$ cat config.mk
export PLATFORM = sky130hd
export DESIGN_NAME = spi_bus_arbiter
export DESIGN_NICKNAME = d
export VERILOG_FILES = /design/src/rtl/spi_bus_arbiter.sv
export SDC_FILE = /design/constraint.sdc
export NUM_CORES = 1
export LEC_CHECK = 0
export CORE_MARGIN = 4
export CORE_UTILIZATION = 34
export CTS_BUF_LIST = sky130_fd_sc_hd__clkbuf_4
export DETAILED_ROUTE_END_ITERATION = 16
export PLACE_DENSITY = 0.63
export SLEW_MARGIN = 20
export SYNTH_ARGS = -nofsm -noshare
export SYNTH_HDL_FRONTEND = slang
export SYNTH_SLANG_ARGS = --single-unit
$ cat constraint.sdc
create_clock -name clk -period 3.2 [get_ports clk]
set_clock_uncertainty 0.05 [all_clocks]
set_input_delay 0.64 -clock clk [delete_from_list [all_inputs] [get_ports clk]]
set_output_delay 0.64 -clock clk [all_outputs]
set_load 0.1 [all_outputs]
$ cat src/rtl/spi_bus_arbiter.sv
// Round-robin owner arbitration of one SPI flash port across NUM_REQ masters.
// Optional SPI_ARB_TIMEOUT_EN adds a hold-time limit with forced revoke and lockout.
module spi_bus_arbiter #(
    parameter int NUM_REQ        = 2,
    parameter int GUARD_CYCLES   = 4,
    parameter int TIMEOUT_CYCLES = 65535,
    localparam int OWNER_W       = (NUM_REQ > 2) ? $clog2(NUM_REQ) : 1
) (
    input  logic               clk,
    input  logic               reset_n,
    input  logic [NUM_REQ-1:0] req,
    output logic [NUM_REQ-1:0] gnt,
    input  logic [NUM_REQ-1:0] req_cs_b,
    input  logic [NUM_REQ-1:0] req_sck,
    input  logic [NUM_REQ-1:0] req_mosi,
    output logic               spi_cs_b,
    output logic               spi_sck,
    output logic               spi_mosi,
    output logic               busy,
    output logic [OWNER_W-1:0] owner,
    output logic               timeout_err
);

    localparam logic [1:0] S_IDLE  = 2'd0;
    localparam logic [1:0] S_OWNED = 2'd1;
    localparam logic [1:0] S_GUARD = 2'd2;
    localparam int GW = $clog2(GUARD_CYCLES + 1);

    if (NUM_REQ < 2 || NUM_REQ > 8 || GUARD_CYCLES < 1 ||
        TIMEOUT_CYCLES < 1 || TIMEOUT_CYCLES >= (1 << 20)) begin : g_cfg_err
        $error("spi_bus_arbiter: parameter out of range");
    end

    logic [1:0]         state_q, state_d;
    logic [NUM_REQ-1:0] gnt_q, gnt_d;
    logic [OWNER_W-1:0] owner_q, owner_d;
    logic [OWNER_W-1:0] ptr_q, ptr_d;
    logic [GW-1:0]      gcnt_q, gcnt_d;
    logic               cs_q, cs_d;
    logic               sck_q, sck_d;
    logic               mosi_q, mosi_d;

    logic [NUM_REQ-1:0] elig;
    logic               pick_vld;
    logic [OWNER_W-1:0] pick;
    logic               hi_vld;
    logic [OWNER_W-1:0] hi_pick;
    logic               lo_vld;
    logic [OWNER_W-1:0] lo_pick;
    logic               release_ok;
    logic [OWNER_W-1:0] ptr_next;

`ifdef SPI_ARB_TIMEOUT_EN
    logic [19:0]        hold_q, hold_d;
    logic [NUM_REQ-1:0] lock_q, lock_d;
    logic               terr_q, terr_d;
    logic               expired;

    assign elig        = req & ~lock_q;
    assign expired     = (hold_q == 20'(TIMEOUT_CYCLES - 1));
    assign timeout_err = terr_q;
`else
    assign elig        = req;
    assign timeout_err = 1'b0;
`endif

    // First eligible bit at or above ptr, else first eligible bit overall (wrap).
    always_comb begin
        hi_vld  = 1'b0;
        hi_pick = '0;
        lo_vld  = 1'b0;
        lo_pick = '0;
        for (int j = 0; j < NUM_REQ; j++) begin
            if (!hi_vld && elig[j] && (j >= int'(ptr_q))) begin
                hi_vld  = 1'b1;
                hi_pick = OWNER_W'(j);
            end
            if (!lo_vld && elig[j]) begin
                lo_vld  = 1'b1;
                lo_pick = OWNER_W'(j);
            end
        end
        pick_vld = hi_vld | lo_vld;
        pick     = hi_vld ? hi_pick : lo_pick;
    end

    assign release_ok = !req[owner_q] && req_cs_b[owner_q];
    assign ptr_next   = (owner_q == OWNER_W'(NUM_REQ - 1)) ? '0
                                                           : owner_q + 1'b1;

    always_comb begin
        state_d = state_q;
        gnt_d   = gnt_q;
        owner_d = owner_q;
        ptr_d   = ptr_q;
        gcnt_d  = gcnt_q;
        cs_d    = 1'b1;
        sck_d   = 1'b1;
        mosi_d  = 1'b0;
`ifdef SPI_ARB_TIMEOUT_EN
        hold_d  = hold_q;
        lock_d  = lock_q & req;
        terr_d  = 1'b0;
`endif
        unique case (state_q)
            S_IDLE: begin
                if (pick_vld) begin
                    state_d = S_OWNED;
                    gnt_d   = NUM_REQ'(1) << pick;
                    owner_d = pick;
`ifdef SPI_ARB_TIMEOUT_EN
                    hold_d  = '0;
`endif
                end
            end
            S_OWNED: begin
                if (release_ok) begin
                    state_d = S_GUARD;
                    gnt_d   = '0;
                    ptr_d   = ptr_next;
                    gcnt_d  = '0;
`ifdef SPI_ARB_TIMEOUT_EN
                end else if (expired) begin
                    state_d         = S_GUARD;
                    gnt_d           = '0;
                    ptr_d           = ptr_next;
                    gcnt_d          = '0;
                    terr_d          = 1'b1;
                    lock_d[owner_q] = 1'b1;
`endif
                end else begin
                    cs_d   = req_cs_b[owner_q];
                    sck_d  = req_sck[owner_q];
                    mosi_d = req_mosi[owner_q];
`ifdef SPI_ARB_TIMEOUT_EN
                    hold_d = hold_q + 20'd1;
`endif
                end
            end
            S_GUARD: begin
                if (gcnt_q == GW'(GUARD_CYCLES - 1)) begin
                    state_d = S_IDLE;
                end else begin
                    gcnt_d = gcnt_q + 1'b1;
                end
            end
            default: begin
                state_d = S_IDLE;
                gnt_d   = '0;
            end
        endcase
    end

    always_ff @(posedge clk or negedge reset_n) begin
        if (!reset_n) begin
            state_q <= S_IDLE;
            gnt_q   <= '0;
            owner_q <= '0;
            ptr_q   <= '0;
            gcnt_q  <= '0;
            cs_q    <= 1'b1;
            sck_q   <= 1'b1;
            mosi_q  <= 1'b0;
        end else begin
            state_q <= state_d;
            gnt_q   <= gnt_d;
            owner_q <= owner_d;
            ptr_q   <= ptr_d;
            gcnt_q  <= gcnt_d;
            cs_q    <= cs_d;
            sck_q   <= sck_d;
            mosi_q  <= mosi_d;
        end
    end

`ifdef SPI_ARB_TIMEOUT_EN
    always_ff @(posedge clk or negedge reset_n) begin
        if (!reset_n) begin
            hold_q <= '0;
            lock_q <= '0;
            terr_q <= 1'b0;
        end else begin
            hold_q <= hold_d;
            lock_q <= lock_d;
            terr_q <= terr_d;
        end
    end
`endif

    assign gnt      = gnt_q;
    assign owner    = owner_q;
    assign busy     = (state_q != S_IDLE);
    assign spi_cs_b = cs_q;
    assign spi_sck  = sck_q;
    assign spi_mosi = mosi_q;

endmodule

After elaboration in Yosys (flattened, before gate mapping)

Cells that the tools add are included.

Bits of input ports: 10
Logic and storage cells: 69
Register bits after elaboration: 12

Bitwise gates (word level): 2
Order comparisons: 2
Muxes and demuxes: 32
Equality and inequality tests: 7
Reduce and logical (&&, ||, !) cells: 15
Shift-type cells: 1
Add/subtract/negate cells: 2

Operator list:

| kind                  | count |
|---|---|
| $mux W1               | 22 |
| $pmux W2 S3           | 2 |
| $mux W2               | 5 |
| $reduce_and A3 Y1     | 3 |
| $ne A2 B2 Y1 const B  | 4 |
| $mux W3               | 2 |
| $pmux W3 S2           | 1 |
| $logic_and A1 B1 Y1   | 4 |
| $reduce_and A2 Y1     | 2 |
| $reduce_bool A2 Y1    | 2 |
| $add A3 B1 Y3 const B | 1 |
| $eq A3 B2 Y1 const B  | 1 |
| $logic_not A1 Y1      | 3 |
| $eq A2 B1 Y1 const B  | 1 |
| $eq A2 B2 Y1 const B  | 1 |
| $logic_not A2 Y1      | 1 |
| $lt A1 B2 Y1 const B  | 1 |
| $shl A1 B1 Y2 const A | 1 |
| $add A1 B1 Y1 const B | 1 |
| $ge A1 B1 Y1 const A  | 1 |
| $not A1 Y1            | 1 |
| $or A1 B1 Y1          | 1 |

Longest topological paths before layout

Gate-level depths: netlist of the first run.

Word-level depth: 10
Depth in mapped cells: 5
Mapped depth without buffers: 5

Least setup slack after synthesis of the first run

Ideal clock, no wire load.

Kind: flip-flop to flip-flop
Start point: reg owner_q, in the netlist owner
End point: reg gnt_q[0], in the netlist gnt[0]
Cell stages (with the launch flop): 5
Period minus slack after synthesis: 1.918 ns
Data arrival time: 1.742 ns
Path slack: 1.282 ns
Required time: 3.024 ns
Library setup time: 0.126 ns
Path through: dfrtp_1 -> buf_4 -> and3b_4 -> nor2_1 -> a311o_1

Cells in the longest elaborated chain, start to end: 6
Elaborated cells on any way between the ends: 8
Those cells by class: eq/ne: 1; mux: 4; reduce/logical: 3

RTL lines:

| item                                       | line | text |
|---|---|---|
| from (decl)                                | 36   | `logic [OWNER_W-1:0] owner_q, owner_d;` |
| from (signal assigned)                     | 167  | `owner_q <= owner_d;` |
| $mux W1 (not written as such) (2 in a row) | 87   | `assign release_ok = !req[owner_q] && req_cs_b[owner_q];` |
| $logic_not A1 Y1                           | 87   |  |
| $logic_and A1 B1 Y1 (*)                    | 87   |  |
| $ne A2 B2 Y1 (no line) (*)                 | -    |  |
| $reduce_and A3 Y1 (no line) (*)            | -    |  |
| to (signal assigned)                       | 166  | `gnt_q <= gnt_d;` |
| to (decl)                                  | 35   | `logic [NUM_REQ-1:0] gnt_q, gnt_d;` |

Every way passes the cells marked *; elsewhere a longest branch is shown, timed or not. The select of a mux whose other input is x is not followed.
A chain may end at the register's enable or synchronous reset.

Worst setup path after layout of the first run

Start point: reg state_q[1]
End point: out busy

Cells in the longest elaborated chain, start to end: 1

RTL lines:

| item                   | line | text |
|---|---|---|
| from (decl)            | 34   | `logic [1:0] state_q, state_d;` |
| from (signal assigned) | 165  | `state_q <= state_d;` |
| $reduce_bool A2 Y1     | 192  | `assign busy = (state_q != S_IDLE);` |
| to (decl)              | 19   | `output logic busy,` |

No other way between the ends.

==> flow_metrics.env, run 1 <==
export IMPL_outcome="finished, final reports clean"
export IMPL_fin_crit_ns=1.98
export IMPL_ant_nets=0
export IMPL_report_final_slew_viol_count=0
export IMPL_fmax_mhz=505
export IMPL_synth_cell_type_count=28
export IMPL_drc=0
export IMPL_grt_start_max_net_pins=13
export IMPL_clock_latency_ns=0.27
export IMPL_clockRootBuffer="clkbuf_4"
export IMPL_tritoncts="done"
export IMPL_timing_hold_ws_ns=0.511
export IMPL_grtUsageMet3_pct=4.37
export IMPL_grt_pass1_wl_mm=2.07
export IMPL_busiest_layer="met2"
export IMPL_row_count=15
export IMPL_dieArea_sq_um=2630
export IMPL_gp_congestion=0.762
export IMPL_ys_seq_elements=12
export IMPL_grtUsageMet1_pct=14.4
export IMPL_synth_nets=73
export IMPL_worstSetupStartpointType="flip-flop"
export IMPL_min_period_over_period_pct=61.8
export IMPL_synth_seq_area_share_pct=47.5
export IMPL_die_h_microns=51.3
export IMPL_cp_required_ns=2.51
export IMPL_worstReg2RegStart="gcnt_q[0]$_DFFE_PN0P_"
export IMPL_holdBufCountCts=0
export IMPL_min_path_type="flip-flop to flip-flop"
export IMPL_antenna_cells=0
export IMPL_area_growth_pct=27.8
export IMPL_cts_resized=0
export IMPL_post_cts_setup_buffers=0
export IMPL_drive_gt1_share_pct=23.1
export IMPL_n_fill_cell=175
export IMPL_crit_fanout=11
export IMPL_rsz0062_at_grt="no"
export IMPL_die_x_microns=51.3
export IMPL_antenna_found_initial=0
export IMPL_worstHoldStart="ptr_q$_DFFE_PN0P_"
export IMPL_hold_end="ptr_q$_DFFE_PN0P_"
export IMPL_synthCells=61
export IMPL_reg2reg_slack_ns=1.52
export IMPL_clockBufferDepth=2
export IMPL_first_global_vias=462
export IMPL_yosysWarnings=0
export IMPL_initial_core_util_pct=36.6
export IMPL_path_class="flip-flop to output port"
export IMPL_clock_sinks=12
export IMPL_synth_main_ff_cell="dfrtp_1"
export IMPL_worstMarginPinSlew_ns=0.528
export IMPL_end_kind="output port"
export IMPL_final_common_cell="dfrtp_1"
export IMPL_cap_violations=0
export IMPL_async_reset_ff_share_pct=100
export IMPL_worst_r2r_endpoint="gcnt_q[0]$_DFFE_PN0P_"
export IMPL_cts_clk_slew_worst_paths_ns=0.07
export IMPL_critPathArrivalTime_ns=1.29
export IMPL_holdPathStages=2
export IMPL_ff2ff_path_depth=5
export IMPL_io_buffers=16
export IMPL_mostFrequentLayoutCells="dfrtp_1, clkdlybuf4s50_1, buf_4"
export IMPL_viasPerCell=4.72
export IMPL_netlist_area_sq_um=638
export IMPL_htree_levels=1
export IMPL_wl_mm=1.25
export IMPL_ff_latch_area_sq_um=303
export IMPL_grt_overflow=0
export IMPL_wl_per_cell_microns=12.1
export IMPL_dp_hpwl_microns=997
export IMPL_syn_avg_cell_area_sq_um=10.5
export IMPL_firstDrtPassIters=4
export IMPL_drtIter0Drc=8
export IMPL_vias=486
export IMPL_coreArea_sq_um=1750
export IMPL_slew_headroom_pct=64.7
export IMPL_ioPinCount=18
export IMPL_hold_violations=0
export IMPL_finalSetupViolCount=0
export IMPL_multiInputGateArea_sq_um=302
export IMPL_grt_use_met2_pct=15.0
export IMPL_grtUsageTotal_pct=10.8
export IMPL_cts_buffers=3
export IMPL_synth_edf_count=0
export IMPL_fin_nets=91
export IMPL_tns_ns=0
-- stage by stage --
stage | util, % | instances | worst slack (ns) | instance area (sq um)
after detailed placement | 45.2 | 99 | 1.16 | 790
after global routing | 46.7 | 103 | 1.15 | 816
after floorplan | - | 61 | 1.28 | 638
after global placement | 45.2 | 99 | 1.18 | 790
final | 46.7 | 103 | 1.22 | 816
after CTS | 46.7 | 103 | 1.21 | 816
-- worst max-delay path: stages, from the launching register on --
cell     delay (ns)
dfrtp_1        0.53
nor2_1         0.11
inv_1          0.09
buf_4          0.29
-- area by class of cell --
class                      count  share of cell area [%]
inverter                       3                    1.38
clock buffer                   3                    2.76
clock inverter                 1                   0.460
sequential                    12                    37.1
multi-input combinational     43                    37.0
timing repair buffer          16                    17.5
tap                           25                    3.83
-- metal layers --
layer	share of wire [%]	up-vias
met1	45	231
met5	0	-
li1	-	244
met2	49	7
met4	2.7	0
met3	3.7	4
-- sequential cells by signal, summed over array words and instances, names as in the netlist --
register and flops:
gnt 2, spi_cs_b 1, ptr_q 1, state_q 2, gcnt_q 3, owner 1
spi_sck 1, spi_mosi 1
-- how the worst max path moves through the flow --
stage	cells after the start	slack (ns)	to	startpoint
detailed placement	4	1.16	state_q[0]$_DFFE_PN0P_	req[1]
global route	3	1.15	busy	state_q[1]$_DFFE_PN0P_
global placement	4	1.18	gnt[0]$_DFFE_PN0P_	req[0]
CTS	3	1.21	busy	state_q[1]$_DFFE_PN0P_
floorplan	4	1.28	gnt[0]$_DFFE_PN0P_	owner$_DFFE_PN0P_
finish	3	1.22	busy	state_q[1]$_DFFE_PN0P_
-- cell families (layout without fill, tap and decap cells) --
kind of cell | count (synthesis) | after routing | share of synthesized area [%]
AO/OA/AOI/OAI | 12 | 12 | 12.2
XOR/XNOR | 1 | 1 | 1.37
adder cells (fa/ha/maj) | 2 | 2 | 3.92
buffers and inverters | 6 | 23 | 5.29
flip-flops | 12 | 12 | 47.5
multiplexers | 3 | 3 | 4.71
other | 1 | 1 | 0.588
AND/OR/NAND/NOR | 24 | 24 | 24.5
-- synthesized netlist by cell type, types with 2 or more instances --
cell,number,area [sq um]
mux2i_1,3,30.0
nand3_1,2,10.0
o21ai_0,3,15.0
dfstp_2,2,52.6
nand2_1,3,11.3
nor3b_1,3,22.5
nor2_1,6,22.5
buf_4,3,22.5
a21oi_1,5,25.0
dfrtp_1,10,250
inv_1,3,11.3
ha_1,2,25.0
Power of run 1 is not shown: default switching activity piles up to over one toggle a cycle in this logic, so the estimate is an artifact.
==> run 2, diff against run 1 <==
Settings changed: PLACE_DENSITY 0.63 to 0.65.
Clock period 3.2 ns to 1.8 ns, I/O delays scaled along.
==> run 2 against run 1 <==
  * Clock-buffer cell count did not move
  * Critical path depth up 2
  * Cell count is 0.97% higher
  * Final area is 12% higher
  * First-iteration DRC count up 13%
  * Setup slack got worse by 1.1 ns
  * Worst hold slack got worse by 0.12 ns
  * Die area is the same
  * Non-clock buffer count rose by 1
==> flow_metrics.env, run 2 (synthesis gave the netlist of run 1 again) <==
export IMPL_timing_hold_ws_ns=0.387
export IMPL_regMostFlops="gcnt_q"
export IMPL_path_class="flip-flop to flip-flop"
export IMPL_cts_buffers=3
export IMPL_hold_violations=0
export IMPL_viasPerCell=4.84
export IMPL_worstSetupStartpointType="flip-flop"
export IMPL_ioPinCount=18
export IMPL_holdBufCountCts=0
export IMPL_drtIter0Drc=9
export IMPL_ff2ff_path_depth=5
export IMPL_critPathArrivalTime_ns=1.77
export IMPL_slew_headroom_pct=65.1
export IMPL_die_x_microns=51.3
export IMPL_die_h_microns=51.3
export IMPL_dieArea_sq_um=2630
export IMPL_antenna_cells=0
export IMPL_crit_fanout=3
export IMPL_drive_gt1_share_pct=25.3
export IMPL_cts_clk_slew_worst_paths_ns=0.07
export IMPL_fin_crit_ns=1.67
export IMPL_report_final_slew_viol_count=0
export IMPL_clock_sinks=12
export IMPL_ant_nets=0
export IMPL_vias=503
export IMPL_worstMarginPinSlew_ns=0.522
export IMPL_cts_resized=0
export IMPL_grt_start_max_net_pins=13
export IMPL_finalSetupViolCount=0
export IMPL_wl_per_cell_microns=12.4
export IMPL_row_count=15
export IMPL_fmax_mhz=599
export IMPL_htree_levels=1
export IMPL_post_cts_setup_buffers=0
export IMPL_initial_core_util_pct=36.6
export IMPL_cap_violations=0
export IMPL_tns_ns=0
export IMPL_io_buffers=16
export IMPL_drc=0
export IMPL_first_global_vias=483
export IMPL_cp_required_ns=1.90
export IMPL_firstDrtPassIters=4
export IMPL_coreArea_sq_um=1750
export IMPL_gp_congestion=0.804
export IMPL_grt_pass1_wl_mm=2.14
export IMPL_largest_reg_flops=3
export IMPL_clockRootBuffer="clkbuf_4"
export IMPL_grt_overflow=0
export IMPL_clockBufferDepth=2
export IMPL_outcome="finished, final reports clean"
export IMPL_end_kind="flip-flop"
export IMPL_antenna_found_initial=0
export IMPL_tritoncts="done"
export IMPL_mostFrequentLayoutCells="dfrtp_1, clkdlybuf4s50_1, buf_12"
export IMPL_wl_mm=1.29
export IMPL_fin_nets=92
export IMPL_rsz0062_at_grt="no"
export IMPL_clock_latency_ns=0.26
export IMPL_n_fill_cell=165
export IMPL_min_period_over_period_pct=92.8
export IMPL_area_growth_pct=42.9
export IMPL_dp_hpwl_mm=1.06
export IMPL_grtUsageTotal_pct=10.9
export IMPL_min_path_type="input port to async pin"
## run 2: cell count changes in the layout (fill, tap and decap cells not counted)
| cell | change |
|---|---|
| buf_12 | +7 |
| buf_4 | -6 |
| dfrtp_1 | -1 |
| dfrtp_2 | +1 |
## run 2: routing by layer
metal,GRT usage [%],vias up,part of all wire (%)
met5,0,-,0
met4,3.93,0,1.8
met3,3.50,2,3.6
met2,15.9,15,49
met1,15.0,238,46
li1,-,248,-
## run 2: critical path: stages (launching register included)
cell and delay, ns:
dfrtp_1 0.40, ha_1 0.20, ha_1 0.19, or3b_4 0.38, and2_0 0.16, a22o_1 0.18
## run 2: final timing paths
check | from | slack (ns) | end
min in group clk | ptr_q$_DFFE_PN0P_ | 0.54 | ptr_q$_DFFE_PN0P_
worst min register to register | ptr_q$_DFFE_PN0P_ | 0.54 | ptr_q$_DFFE_PN0P_
worst min-delay path | reset_n | 0.39 | gnt[1]$_DFFE_PN0P_
worst max register to register | gcnt_q[0]$_DFFE_PN0P_ | 0.13 | gcnt_q[0]$_DFFE_PN0P_
worst max-delay path | gcnt_q[0]$_DFFE_PN0P_ | 0.13 | gcnt_q[0]$_DFFE_PN0P_
max in group asynchronous | reset_n | 0.94 | owner$_DFFE_PN0P_
## run 2: area by class of cell
cell class | instances | area, sq um | area share, %
multi-input cells | 43 | 302 | 33.1
flip-flops and latches | 12 | 304 | 33.3
clock inverters | 1 | 3.75 | 0.412
inverters | 3 | 11.3 | 1.23
clock buffers | 3 | 22.5 | 2.47
repair buffers | 17 | 238 | 26.1
well taps | 25 | 31.3 | 3.43
## run 2: through the flow
step	cell area, sq um	setup WS (ns)	instances	util [%]
2_1_floorplan	639	0.0298	61	-
3_3_place_gp	886	0.0963	100	50.8
3_5_place_dp	886	0.0663	100	50.8
4_1_cts	912	0.122	104	52.3
5_1_grt	912	0.0535	104	52.3
6_report	912	0.130	104	52.3
Power of run 2 is left out for the same reason.
==> run 3, diff against run 2 <==
Settings changed: CELL_PAD_IN_SITES_DETAIL_PLACEMENT set to 1, CELL_PAD_IN_SITES_GLOBAL_PLACEMENT set to 1, CORE_UTILIZATION 34 to 33, PLACE_DENSITY 0.65 to 0.79.
Clock period 1.8 ns to 1.5 ns, I/O delays scaled along.
==> run 3 against run 2 <==
  * The run now ends with setup timing left
  * Non-clock buffer count up 7
  * Global-route usage up 4.1 points
  * Flip-flop and latch count unchanged
  * Critical path depth down 2
  * Clock-buffer cell count up 1
  * Register-to-register slack worse by 0.21 ns
  * Setup slack worse by 0.22 ns
==> flow_metrics.env, run 3 (synthesis gave the netlist of run 1 again) <==
export IMPL_outcome="complete, but fails checks"
export IMPL_violations="setup timing"
export IMPL_end_kind="output port"
export IMPL_dp_hpwl_mm=1.35
export IMPL_clock_sinks=12
export IMPL_drive_gt1_share_pct=43.0
export IMPL_io_buffers=16
export IMPL_viasPerCell=4.92
export IMPL_clock_latency_ns=0.28
export IMPL_min_path_type="input port to async pin"
export IMPL_drtIter0Drc=5
export IMPL_first_global_vias=614
export IMPL_initial_core_util_pct=35.8
export IMPL_final_common_cell="clkdlybuf4s50_1"
export IMPL_mostFrequentLayoutCells="clkdlybuf4s50_1, dfrtp_1, buf_12, buf_4, a21oi_1"
export IMPL_area_growth_pct=59.4
export IMPL_ff_latch_area_sq_um=309
export IMPL_reg2reg_slack_ns=-0.08
export IMPL_drc=0
export IMPL_wl_mm=1.84
export IMPL_cap_violations=0
export IMPL_dpl_cell_area_sq_um=951
export IMPL_wl_met3_microns=62
export IMPL_ioPinCount=18
export IMPL_dr_wl_met2_microns=930
export IMPL_critPathLaunch="state_q[1]$_DFFE_PN0P_"
export IMPL_gp_congestion=0.737
export IMPL_antenna_cells=0
export IMPL_grt_overflow=0
export IMPL_wl_per_cell_microns=16.6
export IMPL_hold_violations=0
export IMPL_fin_crit_ns=1.59
export IMPL_finalSetupViolCount=3
export IMPL_fin_nets=99
export IMPL_dieArea_sq_um=2700
export IMPL_n_fill_cell=189
export IMPL_highest_layer="met4"
export IMPL_coreArea_sq_um=1780
export IMPL_cp_slowest_cell="dfrtp_2"
export IMPL_ff2ff_path_depth=5
export IMPL_crit_fanout=7
export IMPL_largest_reg_flops=3
export IMPL_grtUsageTotal_pct=15.0
export IMPL_clockRootBuffer="clkbuf_4"
export IMPL_cp_depth=3
export IMPL_rsz0062_at_grt="yes"
export IMPL_path_buf_inv=2
export IMPL_regMostFlops="gcnt_q"
export IMPL_firstDrtPassIters=4
export IMPL_path_delay_family="flip-flops"
export IMPL_holdBufCountCts=0
export IMPL_row_count=15
export IMPL_report_final_slew_viol_count=0
export IMPL_htree_levels=1
export IMPL_cp_cell_sequence="nor2_4, clkinvlp_4, buf_12"
export IMPL_worst_path_largest_cell_delay_ns=0.48
export IMPL_cts_buffers=3
export IMPL_ant_nets=0
export IMPL_cts_clk_slew_worst_paths_ns=0.08
export IMPL_path_class="flip-flop to output port"
export IMPL_cp_required_ns=1.15
export IMPL_vias=546
export IMPL_die_h_microns=52.0
export IMPL_fmax_mhz=629
export IMPL_die_x_microns=52.0
export IMPL_worstReg2RegStart="gcnt_q[0]$_DFFE_PN0P_"
export IMPL_timing_hold_ws_ns=0.160
export IMPL_wl_met1_microns=788
export IMPL_worstSetupStartpointType="flip-flop"
export IMPL_worst_slack_ns=-0.0907
export IMPL_multiInputGateArea_sq_um=338
export IMPL_grt_start_max_net_pins=10
export IMPL_tritoncts="done"
export IMPL_grt_pass1_wl_mm=2.84
export IMPL_postLayoutCellArea_sq_um=1020
export IMPL_critPathCapture="busy"
export IMPL_antenna_found_initial=0
export IMPL_clockBufferDepth=2
export IMPL_worst_r2r_endpoint="gcnt_q[0]$_DFFE_PN0P_"
export IMPL_critPathArrivalTime_ns=1.24
export IMPL_min_period_over_period_pct=106
run 3: timing repair:
action,in CTS,in global routing
gates cloned,0,0
buffers inserted,0,2
resized for setup,4,2
setup endpoints to repair,3,5
run 3: cell type report:
type / instances / share of cell area [%]
Timing Repair Buffer: 24 / 28.9
Inverter: 3 / 1.48
Multi-Input combinational cell: 43 / 33.2
Sequential cell: 12 / 30.4
Tap cell: 25 / 3.08
Clock buffer: 4 / 2.95
run 3: worst register-to-register path, cell delays in order, from the launching register on:
cell and delay, ns:
dfrtp_1 0.40, ha_2 0.20, ha_4 0.16, or3b_4 0.37, and2_4 0.14, a22o_1 0.17
run 3: worst min-delay path by stage:
stage | start | end | slack [ns] | cells after the start
final | reset_n | gnt[1]$_DFFE_PN0P_ | 0.16 | 1
after global routing | reset_n | gnt[1]$_DFFE_PN0P_ | 0.15 | 1
after CTS | reset_n | gnt[1]$_DFFE_PN0P_ | 0.15 | 1
after detailed placement | reset_n | gnt[1]$_DFFE_PN0P_ | 0.46 | 1
after global placement | reset_n | spi_mosi$_DFF_PN0_ | 0.46 | 1
after floorplan | reset_n | gcnt_q[0]$_DFFE_PN0P_ | -0.05 | 0
run 3: stage by stage:
step	cells	setup TNS (ns)	utilization [%]	worst slack (ns)
3_3_place_gp	105	-0.927	53.3	-0.167
4_1_cts	109	-0.227	55.4	-0.0895
6_report	111	-0.219	57.1	-0.0907
2_1_floorplan	61	-0.126	-	-0.0448
5_1_grt	111	-0.381	57.1	-0.138
3_5_place_dp	105	-1.25	53.3	-0.235
run 3: per-layer routing:
layer  up-vias  track usage (%)
met5         -                0
met4         0             11.8
met3         5             2.87
met2        12             23.8
met1       267             17.5
li1        262                -
Power of run 3 is left out for the same reason.
